[src/rtl/spi_slave_pkg.sv]
`default_nettype none
// ============================================================================
// Module   : spi_slave_pkg
// Brief    : Command codes, status identifier and FSM state type shared by
//            the SPI register-interface responder.
// Revision : 1.0 - initial release
// ============================================================================
package spi_slave_pkg;

    localparam logic [7:0] CMD_WRITE  = 8'h2F;
    localparam logic [7:0] CMD_READ   = 8'h3F;
    localparam logic [7:0] CMD_STATUS = 8'hF0;
    localparam logic [6:0] STATUS_ID  = 7'b1010_000;

    typedef enum logic [2:0] {
        IDLE   = 3'd0,
        CMD    = 3'd1,
        WRITE  = 3'd2,
        READ   = 3'd3,
        STATUS = 3'd4,
        DRAIN  = 3'd5
    } spi_state_t;

endpackage : spi_slave_pkg
`default_nettype wire

[src/rtl/spi_sync_edge.sv]
`default_nettype none
// ============================================================================
// Module   : spi_sync_edge
// Brief    : Multi-flop synchronizer for one asynchronous SPI input, plus a
//            single-cycle rise/fall detector on the synchronized level.
// Revision : 1.0 - initial release
// ============================================================================
module spi_sync_edge #(
    parameter int SYNC_STAGES = 2
) (
    input  logic clk,
    input  logic rst_n,
    input  logic din,
    output logic dout,
    output logic rise,
    output logic fall
);

    logic [SYNC_STAGES-1:0] r_sync;
    logic                   r_prev;

    // Shift the raw input through the synchronizer chain and keep the
    // previous synchronized level for edge detection.
    always_ff @(posedge clk or negedge rst_n) begin
        if (!rst_n) begin
            r_sync <= '0;
            r_prev <= 1'b0;
        end else begin
            r_sync <= {r_sync[SYNC_STAGES-2:0], din};
            r_prev <= r_sync[SYNC_STAGES-1];
        end
    end

    assign dout = r_sync[SYNC_STAGES-1];
    assign rise = r_sync[SYNC_STAGES-1] & ~r_prev;
    assign fall = ~r_sync[SYNC_STAGES-1] & r_prev;

endmodule : spi_sync_edge
`default_nettype wire

[src/rtl/spi_slave_regif.sv]
`default_nettype none
// ============================================================================
// Module   : spi_slave_regif
// Brief    : SPI mode-0 responder giving burst write/read access to a
//            DEPTH x 8 register file, with a status command and sticky
//            unknown-command flag. SPI pins are oversampled by clk.
// Revision : 1.0 - initial release
// ============================================================================
module spi_slave_regif
    import spi_slave_pkg::*;
#(
    parameter int DEPTH       = 8,
    parameter int SYNC_STAGES = 2
) (
    input  logic                     clk,
    input  logic                     rst_n,
    input  logic                     spi_cs_n,
    input  logic                     spi_sck,
    input  logic                     spi_mosi,
    output logic                     spi_miso,
    output logic                     spi_miso_oe,
    output logic                     wr_valid,
    output logic [$clog2(DEPTH)-1:0] wr_addr,
    output logic [7:0]               wr_data,
    input  logic [$clog2(DEPTH)-1:0] rd_addr,
    output logic [7:0]               rd_data,
    output logic                     cmd_err
);

    localparam int AW = $clog2(DEPTH);

    logic w_cs_n_sync, w_cs_rise, w_cs_fall;
    logic w_sck_sync, w_sck_rise, w_sck_fall;
    logic w_mosi_sync, w_mosi_rise, w_mosi_fall;

    spi_sync_edge #(.SYNC_STAGES(SYNC_STAGES)) u_sync_cs (
        .clk(clk), .rst_n(rst_n), .din(spi_cs_n),
        .dout(w_cs_n_sync), .rise(w_cs_rise), .fall(w_cs_fall)
    );

    spi_sync_edge #(.SYNC_STAGES(SYNC_STAGES)) u_sync_sck (
        .clk(clk), .rst_n(rst_n), .din(spi_sck),
        .dout(w_sck_sync), .rise(w_sck_rise), .fall(w_sck_fall)
    );

    spi_sync_edge #(.SYNC_STAGES(SYNC_STAGES)) u_sync_mosi (
        .clk(clk), .rst_n(rst_n), .din(spi_mosi),
        .dout(w_mosi_sync), .rise(w_mosi_rise), .fall(w_mosi_fall)
    );

    // Levels/edges the FSM does not need; the enable is tracked by state.
    logic w_unused;
    assign w_unused = &{1'b0, w_cs_n_sync, w_sck_sync, w_mosi_rise, w_mosi_fall};

    spi_state_t      r_state;
    logic [2:0]      r_bit_cnt;
    logic [7:0]      r_rx;
    logic [7:0]      r_tx;
    logic [AW-1:0]   r_addr;
    logic            r_miso;
    logic            r_oe;
    logic            r_wr_valid;
    logic [AW-1:0]   r_wr_addr;
    logic [7:0]      r_wr_data;
    logic            r_cmd_err;
    logic [7:0]      r_regs [DEPTH];

    logic [7:0] w_rx_next;
    logic [7:0] w_status;

    assign w_rx_next = {r_rx[6:0], w_mosi_sync};
    assign w_status  = {STATUS_ID, r_cmd_err};

    // Transaction FSM: byte assembly on sck rise, tx shifting on sck fall,
    // command decode and register-file access at each completed byte.
    // The byte-done branch runs before the cs_n-rise override so a byte
    // finishing in the same cycle as deselect is still committed.
    always_ff @(posedge clk or negedge rst_n) begin
        if (!rst_n) begin
            r_state    <= IDLE;
            r_bit_cnt  <= 3'd0;
            r_rx       <= 8'h00;
            r_tx       <= 8'h00;
            r_addr     <= '0;
            r_miso     <= 1'b0;
            r_oe       <= 1'b0;
            r_wr_valid <= 1'b0;
            r_wr_addr  <= '0;
            r_wr_data  <= 8'h00;
            r_cmd_err  <= 1'b0;
            for (int i = 0; i < DEPTH; i++) begin
                r_regs[i] <= 8'h00;
            end
        end else begin
            r_wr_valid <= 1'b0;
            if (r_state == IDLE) begin
                if (w_cs_fall) begin
                    r_state   <= CMD;
                    r_bit_cnt <= 3'd0;
                    r_addr    <= '0;
                    r_tx      <= 8'h00;
                    r_miso    <= 1'b0;
                    r_oe      <= 1'b1;
                end
            end else begin
                if (w_sck_rise) begin
                    r_rx      <= w_rx_next;
                    r_bit_cnt <= r_bit_cnt + 3'd1;
                    if (r_bit_cnt == 3'd7) begin
                        case (r_state)
                            CMD: begin
                                if (w_rx_next == CMD_WRITE) begin
                                    r_state <= WRITE;
                                    r_tx    <= 8'h00;
                                    r_miso  <= 1'b0;
                                end else if (w_rx_next == CMD_READ) begin
                                    r_state <= READ;
                                    r_tx    <= r_regs[0];
                                    r_miso  <= r_regs[0][7];
                                    r_addr  <= AW'(1);
                                end else if (w_rx_next == CMD_STATUS) begin
                                    r_state   <= STATUS;
                                    r_tx      <= w_status;
                                    r_miso    <= w_status[7];
                                    r_cmd_err <= 1'b0;
                                end else begin
                                    r_state   <= DRAIN;
                                    r_tx      <= 8'h00;
                                    r_miso    <= 1'b0;
                                    r_cmd_err <= 1'b1;
                                end
                            end
                            WRITE: begin
                                r_regs[r_addr] <= w_rx_next;
                                r_wr_valid     <= 1'b1;
                                r_wr_addr      <= r_addr;
                                r_wr_data      <= w_rx_next;
                                r_addr         <= r_addr + AW'(1);
                            end
                            READ: begin
                                r_tx   <= r_regs[r_addr];
                                r_miso <= r_regs[r_addr][7];
                                r_addr <= r_addr + AW'(1);
                            end
                            STATUS: begin
                                r_state <= DRAIN;
                                r_tx    <= 8'h00;
                                r_miso  <= 1'b0;
                            end
                            default: begin
                                r_tx   <= 8'h00;
                                r_miso <= 1'b0;
                            end
                        endcase
                    end
                end else if (w_sck_fall && (r_bit_cnt != 3'd0)) begin
                    // No shift on the fall after a byte load: the new MSB
                    // must stay on the line until the next byte's first rise.
                    r_tx   <= {r_tx[6:0], 1'b0};
                    r_miso <= r_tx[6];
                end
                if (w_cs_rise) begin
                    r_state   <= IDLE;
                    r_bit_cnt <= 3'd0;
                    r_miso    <= 1'b0;
                    r_oe      <= 1'b0;
                end
            end
        end
    end

    assign spi_miso    = r_miso;
    assign spi_miso_oe = r_oe;
    assign wr_valid    = r_wr_valid;
    assign wr_addr     = r_wr_addr;
    assign wr_data     = r_wr_data;
    assign cmd_err     = r_cmd_err;
    assign rd_data     = r_regs[rd_addr];

endmodule : spi_slave_regif
`default_nettype wire

[config.mk]
export PLATFORM = sky130hd
export DESIGN_NAME = spi_slave_regif
export DESIGN_NICKNAME = d
export VERILOG_FILES = /design/src/rtl/spi_slave_pkg.sv /design/src/rtl/spi_sync_edge.sv /design/src/rtl/spi_slave_regif.sv
export SDC_FILE = /design/constraint.sdc
export NUM_CORES = 1
export LEC_CHECK = 0
export ABC_AREA = 1
export CORE_MARGIN = 4
export CORE_UTILIZATION = 65
export CTS_BUF_LIST = sky130_fd_sc_hd__clkbuf_2
export DETAILED_ROUTE_END_ITERATION = 10
export HOLD_SLACK_MARGIN = 0.12
export PLACE_DENSITY_LB_ADDON = 0.1
export SLEW_MARGIN = 20
export SYNTH_ARGS = -nofsm -noshare
export SYNTH_HDL_FRONTEND = slang
export SYNTH_SLANG_ARGS = --single-unit
[constraint.sdc]
create_clock -name clk -period 3.4 [get_ports clk]
set_clock_uncertainty 0.05 [all_clocks]
set_input_delay 0.85 -clock clk [delete_from_list [all_inputs] [get_ports clk]]
set_output_delay 0.85 -clock clk [all_outputs]
set_load 0.1 [all_outputs]
* After elaboration in Yosys (flattened, before gate mapping)
Cells that the tools add are included.
** Word-level totals
- Input port bits :: 8
- Word-level logic and storage cells :: 135
- Register bits after elaboration :: 110
- Output and inout port bits :: 23
** Cells by class
- Add/subtract/negate cells :: 2
- Mux-type cells :: 55
- Magnitude comparators :: 3
- Equal/unequal tests :: 15
- Bitwise gates (word level) :: 13
- Reductions and logical operators :: 23
** Operator list (number)
- bitwise mux 64 bit :: 1
- two-way mux 7 bit :: 7
- binary-select mux 8 bit (select 3 bit) :: 2
- two-way mux 3 bit :: 16
- two-way mux 8 bit :: 5
- demux 8 bit (select 3 bit) :: 1
- case mux 7 bit (3 select lines) :: 1
- two-way mux 1 bit :: 18
- equality test 8 x 6 -> 1 bit (second input constant) :: 2
- AND reduction 4 bit :: 4
- nonzero test 3 bit :: 5
- inequality test 3 bit (second input constant) :: 4
- case mux 3 bit (2 select lines) :: 2
- AND reduction 6 bit :: 2
- equality test 8 bit (second input constant) :: 1
- greater-or-equal comparator 4 bit (second input constant) :: 2
- inequality test 4 bit (second input constant) :: 2
- inverter 3 -> 4 bit :: 2
- nonzero test 4 bit :: 2
- inverter 1 bit :: 7
- adder 3 x 1 -> 3 bit (second input constant) :: 2
- equality test 3 x 2 -> 1 bit (second input constant) :: 2
- equality test 3 bit (second input constant) :: 2
- two-way mux 6 bit :: 1
- 10 further kinds :: 18

* Logic depth before layout (Yosys ltp)
- Depth after elaboration :: 9
- Gate-level depth with buffers :: 11
- Gate-level depth less buffers :: 11

* Cells and area by module
Synthesis repeated with hierarchy kept, for this count alone.
** Unflattened totals
- Cells, all modules :: 769
- Area total of the unflattened synthesis :: 5755.5 um^2
** Modules (own cells, without submodules)
- spi_slave_regif :: instances 1, cells an instance 748, sequential area each 2552.4 um^2, area each 5485.3 um^2
- spi_sync_edge :: instances 3, cells an instance 7, sequential area each 75.1 um^2, area each 90.1 um^2

* Worst setup path before layout
OpenSTA, ideal clock, no wires.
- Kind :: input port to output port
- Start :: in rd_addr[0]
- End :: out rd_data[2]
- Slack :: -0.760 ns
- Arrival time :: 3.260 ns
- Buffers on the path :: 2
- Required time :: 2.500 ns
- Stages :: 6
- Cell sequence :: clkbuf_1 -> clkbuf_1 -> nor2_1 -> nor2_1 -> o21ai_0 -> a31oi_1
** On the way
- Cells in the longest elaborated chain, start to end :: 4
** RTL lines
- start, declared :: RTL line spi_slave_regif.sv:25 : input logic [$clog2(DEPTH)-1:0] rd_addr,
- inverter 3 -> 4 bit (not written as such) :: RTL line spi_slave_regif.sv:178 : assign rd_data = r_regs[rd_addr];
- binary-select mux 8 bit (select 3 bit) :: RTL line spi_slave_regif.sv:178
- two-way mux 8 bit (not written as such) (2 in a row) :: RTL line spi_slave_regif.sv:178
- end, declared :: RTL line spi_slave_regif.sv:26 : output logic [7:0] rd_data,
No other way between the ends. The select of a mux whose other input is x is not followed.

* Worst setup path after layout
- Start :: in rd_addr[2]
- End :: out rd_data[3]
Same word-level chain as after synthesis.

==> flow_summary.html <==
<table>
<tr><th>Metric</th><th>Value</th></tr>
<tr><th colspan="2">Global route</th></tr>
<tr><td>GRT Overall Usage</td><td>between 30 and 40%</td></tr>
<tr><td>Met3 demand-to-capacity share in global routing</td><td>between 5 and 6%</td></tr>
<tr><td>Global routing usage on met1</td><td>between 40% and 50%</td></tr>
<tr><td>Antenna violations before repair</td><td>0</td></tr>
<tr><td>GRT overflow</td><td>0</td></tr>
<tr><td>Pin count of the biggest net entering global routing</td><td>52</td></tr>
<tr><td>Met2 Usage GRT</td><td>between 40 and 50%</td></tr>
<tr><td>Vias in the first global route</td><td>between 4000 and 5000</td></tr>
<tr><td>First-pass GRT wire length</td><td>24.01 mm</td></tr>
<tr><td>GRT busiest layer</td><td>met1</td></tr>
<tr><th colspan="2">Die</th></tr>
<tr><td>Vert. Die Dim</td><td>101.2 um</td></tr>
<tr><td>I/O pin total</td><td>31</td></tr>
<tr><td>Core ar.</td><td>roughly 0.0083 mm2</td></tr>
<tr><td>Die W</td><td>around 100 um</td></tr>
<tr><td>Total Die Area</td><td>about 0.010 mm2</td></tr>
<tr><td>Number of placement rows</td><td>33</td></tr>
<tr><td>Initial standard-cell utilization of the core</td><td>between 60% and 70%</td></tr>
<tr><th colspan="2">Yosys</th></tr>
<tr><td>Cell taking the most area after synthesis</td><td>dfrtp_1</td></tr>
<tr><td>Syn Inst Count</td><td>about 710</td></tr>
<tr><td>Number of unique standard cell types used by synthesis</td><td>29</td></tr>
<tr><td>Top cells by area, synth</td><td>dfrtp_1, nand2_1, o21ai_0</td></tr>
<tr><td>Net Count, Synth</td><td>721</td></tr>
<tr><td>Post-synthesis sequential element count</td><td>110</td></tr>
<tr><td>Number of flops mapped to enable cells by yosys</td><td>0</td></tr>
<tr><td>Combined area of all synthesized cells</td><td>between 0.005 and 0.006 mm2</td></tr>
<tr><td>Sequential-to-total area share from yosys stat</td><td>between 40% and 50%</td></tr>
<tr><td>Area share of the largest cell type after synthesis</td><td>between 40% and 50%</td></tr>
<tr><td>Warnings, synthesis</td><td>0</td></tr>
<tr><td>Synth Flop Type</td><td>dfrtp_1</td></tr>
<tr><td>Syn avg cell area</td><td>~8 um2</td></tr>
<tr><td>Async set or reset register ratio after synthesis</td><td>100.0%</td></tr>
<tr><th colspan="2">Critical path</th></tr>
<tr><td>Startpoint class of the critical path</td><td>input pin</td></tr>
<tr><td>Critical Path Start</td><td>rd_addr[2]</td></tr>
<tr><td>Number of logic stages on the critical path including buffering</td><td>5</td></tr>
<tr><td>Delay of the slowest cell on the worst path</td><td>between 0.4 and 0.5 ns</td></tr>
<tr><td>Crit. End Element</td><td>primary output</td></tr>
<tr><td>Worst path cell trace</td><td>clkdlybuf4s50_1 -&gt; inv_1 -&gt; nor2_1 -&gt; a31oi_4 -&gt; buf_12</td></tr>
<tr><td>Buffering stage count on the worst path with inverters included</td><td>3</td></tr>
<tr><td>Cell at the slowest stage of the critical path</td><td>inv_1</td></tr>
<tr><td>R2R cell count</td><td>8</td></tr>
<tr><td>Slack of the worst reg-to-reg path</td><td>1.08 ns</td></tr>
<tr><td>Crit path kind</td><td>in2out</td></tr>
<tr><td>Max Fanout on Critical Path</td><td>11</td></tr>
<tr><td>Endpoint of the most critical register-to-register path</td><td>r_regs[55]</td></tr>
<tr><td>Worst path top cell family by delay</td><td>buffers and inverters</td></tr>
<tr><td>Worst Path Required</td><td>roughly 2.5 ns</td></tr>
<tr><td>Capturing element of the worst setup path</td><td>rd_data[3]</td></tr>
<tr><td>Data arrival, critical path</td><td>between 2 and 2.5 ns</td></tr>
<tr><td>Reg2reg start</td><td>r_bit_cnt[0]</td></tr>
<tr><th colspan="2">Min path</th></tr>
<tr><td>Worst hold-check path type</td><td>in2async</td></tr>
<tr><th colspan="2">STA</th></tr>
<tr><td>Minimum clock period</td><td>about 3.3 ns</td></tr>
<tr><td>Final number of hold-violating endpoints</td><td>0</td></tr>
<tr><td>Worst slew margin</td><td>39.49%</td></tr>
<tr><td>Final worst path period share</td><td>between 90% and 100%</td></tr>
<tr><td>Actual slew at the worst max-slew pin</td><td>0.9077 ns</td></tr>
<tr><td>Max Fclk</td><td>between 0.3 and 0.4 GHz</td></tr>
<tr><td>Setup repair after global routing missed its margin</td><td>false</td></tr>
<tr><td>Number of pins exceeding their max-slew limit in the final report</td><td>0</td></tr>
<tr><td>Setup violations, final</td><td>0</td></tr>
<tr><th colspan="2">Routing</th></tr>
<tr><td>Total via count in the routed design</td><td>roughly 5000</td></tr>
<tr><td>First-pass iteration count of the detailed router</td><td>6</td></tr>
<tr><td>Number of remaining DRC errors</td><td>0</td></tr>
<tr><td>Vias per cell</td><td>just under 6</td></tr>
<tr><td>Iteration-0 DRC Markers</td><td>approximately 650</td></tr>
<tr><td>Drt wl/cell</td><td>approximately 18 um</td></tr>
<tr><td>Remaining antenna violation count after routing</td><td>0</td></tr>
<tr><td>Final Routed Wirelength</td><td>around 15 mm</td></tr>
<tr><th colspan="2">CTS</th></tr>
<tr><td>Longest Clk Path Bufs</td><td>2</td></tr>
<tr><td>Depth of the CTS H-tree</td><td>3</td></tr>
<tr><td>Clock latency reported for the late side of the worst-skew pair</td><td>between 0.5 and 0.6 ns</td></tr>
<tr><td>Setup bufs post-CTS</td><td>0</td></tr>
<tr><td>Clock sinks</td><td>110</td></tr>
<tr><td>Clock buffers created by TritonCTS</td><td>9</td></tr>
<tr><td>TritonCTS clock tree</td><td>built</td></tr>
<tr><td>Cell chosen for the clock root</td><td>clkbuf_2</td></tr>
<tr><td>Cts hold-fix bufs</td><td>0</td></tr>
<tr><td>Clock Pin Slew Worst Setup and Hold Paths</td><td>around 0.3 ns</td></tr>
<tr><th colspan="2">Power</th></tr>
<tr><td>Switching part of the total</td><td>43.08%</td></tr>
<tr><td>Leakage</td><td>roughly 0.0030 uW</td></tr>
<tr><td>Combinational power share</td><td>approximately a third</td></tr>
<tr><td>Maximum VDD drop</td><td>~0.45 mV</td></tr>
<tr><td>Part of the total power dissipated in the clock network</td><td>18.6%</td></tr>
<tr><td>Internal Dissipation</td><td>1777 uW</td></tr>
<tr><td>Sequential cell fraction of total power</td><td>~47%</td></tr>
<tr><td>Total power per unit cell area</td><td>499.0 mW/mm2</td></tr>
<tr><td>Net load switching power</td><td>roughly 1300 uW</td></tr>
<tr><td>Post-layout total power</td><td>approximately 3100 uW</td></tr>
<tr><th colspan="2">Finish</th></tr>
<tr><td>Diode count</td><td>0</td></tr>
<tr><td>Layout Nets</td><td>about 740</td></tr>
<tr><td>Share of the core filled with cells in the final layout</td><td>75.01%</td></tr>
<tr><td>Area added between synthesis and finish</td><td>10.74%</td></tr>
<tr><td>Share of post-route cells with drive strength above 1</td><td>around an eighth</td></tr>
<tr><th colspan="2">Placed design</th></tr>
<tr><td>HPWL Detailed</td><td>between 10 and 15 mm</td></tr>
<tr><td>IO buf count</td><td>30</td></tr>
<tr><td>Placer congestion estimate</td><td>roughly 0.97</td></tr>
<tr><th colspan="2">Run status</th></tr>
<tr><td>Outcome</td><td>completed</td></tr>
<tr><th colspan="2">Run</th></tr>
<tr><td>Count of max-cap constraint violations</td><td>0</td></tr>
</table>
-- worst min path at each step --
stage,startpoint,to,cells past startpoint
floorplan,u_sync_cs.r_sync[0],u_sync_cs.r_sync[1],0
global placement,u_sync_sck.r_sync[0],u_sync_sck.r_sync[1],0
detailed placement,u_sync_sck.r_sync[0],u_sync_sck.r_sync[1],0
CTS,rst_n,r_regs[60],1
global route,rst_n,r_regs[2],1
finish,rst_n,r_regs[6],1
-- placed cells by master, fill, tap and decap left out, types with 2 or more instances in the layout --
cell	n
nand2_4	9
o21ai_0	92
clkinvlp_4	2
buf_12	9
nor3_1	2
a31oi_4	6
o211ai_1	20
clkinv_4	2
inv_2	4
nand3_1	23
inv_8	3
nor2_2	4
o21ai_2	6
a31oi_2	2
dfrtp_1	110
ha_1	4
a22oi_1	4
inv_1	63
a21oi_1	29
nand2_1	189
nor2_1	43
clkdlybuf4s50_1	5
buf_4	26
nand4_1	2
nor2_8	2
clkbuf_2	9
o21ai_1	59
-- registers in the layout (all words and copies together) (netlist names) --
register	flops
u_sync_cs.r_sync	2
wr_data	8
spi_miso_oe	1
r_regs	64
cmd_err	1
u_sync_sck.r_prev	1
r_bit_cnt	3
spi_miso	1
u_sync_mosi.r_sync	2
r_state	3
r_addr	3
r_rx	7
wr_addr	3
u_sync_sck.r_sync	2
r_tx	7
u_sync_cs.r_prev	1
wr_valid	1
-- cells in the mapped netlist, types with 6 or more instances --
master / n
a21oi_1: 29
a31oi_1: 8
buf_6: 9
clkbuf_1: 18
dfrtp_1: 110
inv_1: 63
nand2_1: 189
nand2_4: 9
nand3_1: 23
nor2_1: 43
o211ai_1: 20
o21ai_0: 92
o21ai_1: 59
o21ai_2: 6
-- what timing repair did --
action                                 CTS  global route
setup endpoints to repair                0             5
resized for setup                        0             3
endpoints found under the hold margin    0             0
-- routing by layer --
| layer | vias up | part of all wire, % |
|---|---|---|
| li1 | 2391 | - |
| met2 | 246 | 44 |
| met5 | - | 0 |
| met1 | 2331 | 44 |
| met3 | 30 | 9.9 |
| met4 | 0 | 2.0 |
-- stage by stage --
stage | setup WS, ns | cell area, um2 | hold slack (ns) | instances | setup TNS (ns)
after CTS | 0.06207 | 6250 | 0.1894 | 841 | 0
after detailed placement | 0.06266 | 6138 | 0.2926 | 825 | 0
after global routing | 0.02622 | 6256 | 0.1632 | 841 | 0
after global placement | 0.1005 | 6138 | 0.2821 | 825 | 0
final | 0.1416 | 6256 | 0.1651 | 841 | 0
after floorplan | -0.1085 | 5752 | 0.2812 | 709 | -0.1085
-- cells by family after synthesis --
family,Yosys count,share of synthesized area (%)
buffers and inverters,98,7.774
AND/OR/NAND/NOR,278,21.53
flip-flops,110,48.73
AO/OA/AOI/OAI,219,21.09
adder cells (fa/ha/maj),4,0.8860
-- area by class of cell --
| class | count | area [um2] |
|---|---|---|
| fillers | 641 | 2085 |
| clock buffers | 9 | 45.04 |
| multi-input cells | 501 | 2560 |
| flip-flops and latches | 110 | 2753 |
| well taps | 105 | 131.4 |
| clock inverters | 7 | 66.31 |
| repair buffers | 42 | 449.2 |
| inverters | 67 | 251.5 |
-- power by group through the flow --
stage	combinational, uW	clock, uW	sequential (uW)
after floorplan	652	0	1560
after global placement	1020	0	1490
after detailed placement	1050	0	1500
after CTS	1050	586	1480
after global routing	1170	647	1490
final	1060	581	1480
Power figures use the tool's default switching activity.
